### src/rtl/str_pack_pkg.sv
// Shared types and constants for the streaming
// string-to-vector packer.
package str_pack_pkg;

  localparam int CHAR_W = 8;
  localparam logic [CHAR_W-1:0] CHAR_NUL = 8'h00;

  typedef enum logic {
    ACCUM = 1'b0,
    HOLD  = 1'b1
  } state_e;

  function automatic int len_w(input int n);
    return $clog2(n + 1);
  endfunction

endpackage

### src/rtl/str_pack_acc.sv
// Shift accumulator with saturating count and truncation flag.
// The fold_* ports show the state with the current char applied.
module str_pack_acc
  import str_pack_pkg::*;
#(
  parameter int NCHARS   = 4,
  parameter bit KEEP_LOW = 1'b1
) (
  input  logic                           clk,
  input  logic                           rst,
  input  logic                           clr,
  input  logic                           char_en,
  input  logic [CHAR_W-1:0]              char_in,
  output logic [NCHARS*CHAR_W-1:0]       fold_data,
  output logic [len_w(NCHARS)-1:0]       fold_len,
  output logic                           fold_trunc
);

  localparam int DW = NCHARS * CHAR_W;
  localparam int LW = len_w(NCHARS);
  localparam logic [LW-1:0] FULL = LW'(NCHARS);

  logic [DW-1:0] acc;
  logic [LW-1:0] cnt;
  logic          trunc;
  logic [DW-1:0] shifted;

  if (NCHARS == 1) begin : g_one
    assign shifted = char_in;
  end else begin : g_wide
    assign shifted = {acc[DW-CHAR_W-1:0], char_in};
  end

  always_comb begin
    fold_data  = acc;
    fold_len   = cnt;
    fold_trunc = trunc;
    if (char_en) begin
      if (KEEP_LOW) begin
        fold_data = shifted;
        if (cnt == FULL) fold_trunc = 1'b1;
        else             fold_len   = cnt + LW'(1);
      end else if (cnt < FULL) begin
        fold_data = shifted;
        fold_len  = cnt + LW'(1);
      end else begin
        fold_trunc = 1'b1;
      end
    end
  end

  always_ff @(posedge clk) begin
    if (rst || clr) begin
      acc   <= '0;
      cnt   <= '0;
      trunc <= 1'b0;
    end else begin
      acc   <= fold_data;
      cnt   <= fold_len;
      trunc <= fold_trunc;
    end
  end

endmodule

### src/rtl/str_pack_cast.sv
// Streaming packer: ASCII beats into a right-aligned,
// zero-filled vector with valid/ready on both sides.
module str_pack_cast
  import str_pack_pkg::*;
#(
  parameter int NCHARS   = 4,
  parameter bit KEEP_LOW = 1'b1
) (
  input  logic                      clk,
  input  logic                      rst,
  input  logic                      in_valid,
  output logic                      in_ready,
  input  logic [CHAR_W-1:0]         in_data,
  input  logic                      in_last,
  output logic                      out_valid,
  input  logic                      out_ready,
  output logic [NCHARS*CHAR_W-1:0]  out_data,
  output logic [len_w(NCHARS)-1:0]  out_len,
  output logic                      out_trunc
);

  localparam int DW = NCHARS * CHAR_W;
  localparam int LW = len_w(NCHARS);

  state_e state, state_nxt;

  logic          take_in;
  logic          take_last;
  logic          char_en;
  logic [DW-1:0] fold_data;
  logic [LW-1:0] fold_len;
  logic          fold_trunc;

  assign in_ready  = (state == ACCUM);
  assign out_valid = (state == HOLD);
  assign take_in   = in_valid & in_ready;
  assign take_last = take_in & in_last;
  assign char_en   = take_in & (in_data != CHAR_NUL);

  str_pack_acc #(
    .NCHARS   (NCHARS),
    .KEEP_LOW (KEEP_LOW)
  ) u_acc (
    .clk        (clk),
    .rst        (rst),
    .clr        (take_last),
    .char_en    (char_en),
    .char_in    (in_data),
    .fold_data  (fold_data),
    .fold_len   (fold_len),
    .fold_trunc (fold_trunc)
  );

  always_comb begin
    state_nxt = state;
    unique case (state)
      ACCUM: if (take_last) state_nxt = HOLD;
      HOLD:  if (out_ready) state_nxt = ACCUM;
    endcase
  end

  always_ff @(posedge clk) begin
    if (rst) state <= ACCUM;
    else     state <= state_nxt;
  end

  // Result regs keep the last string after hand-off
  always_ff @(posedge clk) begin
    if (rst) begin
      out_data  <= '0;
      out_len   <= '0;
      out_trunc <= 1'b0;
    end else if (take_last) begin
      out_data  <= fold_data;
      out_len   <= fold_len;
      out_trunc <= fold_trunc;
    end
  end

endmodule

### config.mk
export PLATFORM = sky130hd
export DESIGN_NAME = str_pack_cast
export DESIGN_NICKNAME = d
export VERILOG_FILES = /design/src/rtl/str_pack_pkg.sv /design/src/rtl/str_pack_acc.sv /design/src/rtl/str_pack_cast.sv
export SDC_FILE = /design/constraint.sdc
export NUM_CORES = 1
export LEC_CHECK = 0
export CAP_MARGIN = 15
export CORE_UTILIZATION = 55
export DETAILED_ROUTE_END_ITERATION = 7
export GPL_ROUTABILITY_DRIVEN = 1
export PLACE_DENSITY_LB_ADDON = 0.2
export SLEW_MARGIN = 20
export SYNTH_ARGS = -nofsm -noshare
export SYNTH_HDL_FRONTEND = slang
export SYNTH_SLANG_ARGS = --single-unit
### constraint.sdc
create_clock -name clk -period 4.7 [get_ports clk]
set_clock_uncertainty 0.05 [all_clocks]
set_input_delay 0.705 -clock clk [delete_from_list [all_inputs] [get_ports clk]]
set_output_delay 0.705 -clock clk [all_outputs]
set_load 0.02 [all_outputs]
==> results.toml <==
[outcome]
outcome = "complete, no violations"

[layout]
final.fill_count = 378
multi_input_comb_area_sq_um = 1200
drive_gt1_share_pct = 7.12
area.sequential_sq_um = 1460
num_antenna_cells = 0
layout-area-overhead-vs-synth_pct = 27.5
layout.nets = 376

[clocking]
cts_max_level = 3
clkSlewWorstSetupHoldPaths_ns = 0.07
cts_resized = 0
clockBufferDepth = 2
clk_root_buffer_cell = "clkbuf_8"
cts_hold_buffers = 0
cts-buffers-inserted = 9
post_cts_buffers = 0
insertion_delay_ns = 0.35
cts.sink_count = 73
cts_tree = "yes"

[place]
portBuffers = 50
place.detailed.hpwl_um = 4010
gpl.final_weighted_congestion = 0.813
preCtsSetupSlack_ns = 1.34

[drt]
drt_iter0_markers = 119
drt_pre_antenna_iters = 4
remaining_drc_errors = 0
route.detailed.wl_per_inst_um = 14.0
vias = 2293
route.detailed.vias_per_inst = 5.31
antenna_violating_nets_post_route = 0
routed_wl_um = 6050

[floorplan]
floorplan.die.width_um = 73.3
design.die.area_sq_um = 5370
pin_count = 51
initial_core_util_pct = 58.0
placement_rows = 25
placeableCoreArea_sq_um = 4820
die_height_um = 73.3

[setup_path]
crit_path_max_incr_delay_ns = 0.72
critPathCaptureType = "flop"
worstPathArrival_ns = 3.19
cp_max_fo = 21
crit_path_start_kind = "primary input"
crit_path_cell_trace = "clkdlybuf4s50_1, nor2b_1, nand3b_1, buf_4, o31ai_1"
timing_worst_setup_path_type = "primary input to flop"
critical-path-slowest-cell = "nor2b_1"
cp.required_ns = 4.91

[synth]
syn-cell-area_sq_um = 2790
synth_commonest_cells = "nand2_1 (86), dfxtp_1 (73), a21oi_1 (37)"
ys_seq_elements = 73
async_flop_share_pct = 0
yosys_warnings = 0
post_synthesis_net_count = 332
synth.yosys.seq_area_share_pct = 52.3
synthesis.area_per_instance_sq_um = 8.81
area_share_of_the_largest_cell_type_after_synthesis_pct = 52.3
most_common_cell_in_the_synthesized_netlist = "nand2_1"
netlist_instances = 317
synthTopCellsByArea = "dfxtp_1 (52%), nand2_1 (12%), mux2i_1 (9.0%)"
synth_top_cell_by_area = "dfxtp_1"
synth_edf_count = 0
synth_cell_type_count = 30
ys.flop_type = "dfxtp_1"

[sta]
tightestPinTransition_ns = 0.967
slew_headroom_pct = 35.5
period_minus_slack_ns = 2.98
finalCritPeriodShare_pct = 63.4
timing.fmax_mhz = 336
setup_tns_ns = 0
timing_max_transition_violations_final = 0
timing.final.hold_violations = 0
setup-violations-final = 0
hold_ws_ns = 0.399
grt_setup_unrepaired = "no"
timing.final.ws_setup_ns = 1.72

[power]
ir_drop_v = 0.000219
p_leak_nw = 1.29
power_per_cell_area_nw_per_um2 = 400

[global_route]
grt_first_pass_wirelength_um = 9860
via_count_of_the_first_global_routing_pass = 2123
maximum_number_of_pins_on_one_net_before_global_route_repair = 37
grt_antenna_before_repair = 0
grt_overflow_total = 0
groute.usage.overall_pct = 24.7

[min_path]
timing.hold.worst.class = "flop to flop"

[run]
maxCapViolations = 0
## power breakdown
part           internal [mW]  switching [mW]  total [mW]
Combinational         0.0386          0.0595      0.0981
Sequential             0.632          0.0120       0.644
Clock                  0.456           0.227       0.683
## flip-flops by register name, summed over array words and instances (netlist names)
| name | cells |
|---|---|
| out_data | 32 |
| u_acc.acc | 32 |
| out_len | 3 |
| u_acc.cnt | 3 |
| out_trunc | 1 |
| out_valid | 1 |
| u_acc.trunc | 1 |
## critical path, delay by kind of cell
kind / cells / cell delay (ns)
buf+inv: 2 / 0.87
compound gates: 1 / 0.24
simple gates: 2 / 1.37
## path summary, 6_finish.rpt
path         slack [ns]         from           to  cells after the start
max                1.72     in_valid   out_len[2]                      5
min                0.40  out_data[3]  out_data[3]                      2
max reg2reg        2.21    out_valid   out_len[2]                      4
min reg2reg        0.40  out_data[3]  out_data[3]                      2
## metal layers
metal / part of all wire (%) / routed length [um] / vias up / GRT usage [%]
li1: - / - / 1155 / -
met1: 46 / 2770 / 1063 / 30.9
met2: 48 / 2890 / 64 / 40.2
met3: 4.6 / 277 / 11 / 5.35
met4: 1.8 / 110 / 0 / 12.4
met5: 0 / 0 / - / 0
## stage by stage
step                utilization (%)  instances  cell area [sq um]  total power, mW
floorplan                         -        317               2790            0.716
global placement               68.1        417               3280            0.753
detailed placement             68.1        417               3280            0.756
CTS                            73.9        432               3560             1.43
global route                   73.9        432               3560             1.46
finish                         73.9        432               3560             1.43
## area by class of cell
| type | instances | area share, % |
|---|---|---|
| clock buffer | 9 | 3.48 |
| multi-input combinational | 221 | 33.8 |
| clock inverter | 6 | 4.36 |
| sequential | 73 | 41.0 |
| tap | 67 | 2.35 |
| timing repair buffer | 53 | 14.7 |
| inverter | 3 | 0.316 |
## logic make-up (layout without fill, tap and decap cells)
family          after synthesis  in the layout  share of synthesized area (%)
mux                          25             25                           8.96
compound gates               87             87                           17.2
simple gates                106            106                           15.6
xor+xnor                      1              1                          0.314
flops                        73             73                           52.3
fa+ha+maj                     2              2                          0.896
buf+inv                      23             71                           4.66
## placed cells by master (no fill, tap or decap), drive strengths merged
master          n
a21bo           1
a21boi          1
a21o            1
a21oi          38
a22oi           8
and2            2
buf             3
bufinv          5
clkbuf          9
clkdlybuf4s50  50
clkinv          1
dfxtp          73
ha              2
inv             3
mux2i          25
nand2          87
nand3           1
nand3b          1
nor2            9
nor2b           1
nor3            2
nor4            2
o21ai          36
o31ai           2
or3             1
xnor2           1
(Power assumes the default switching activity.)
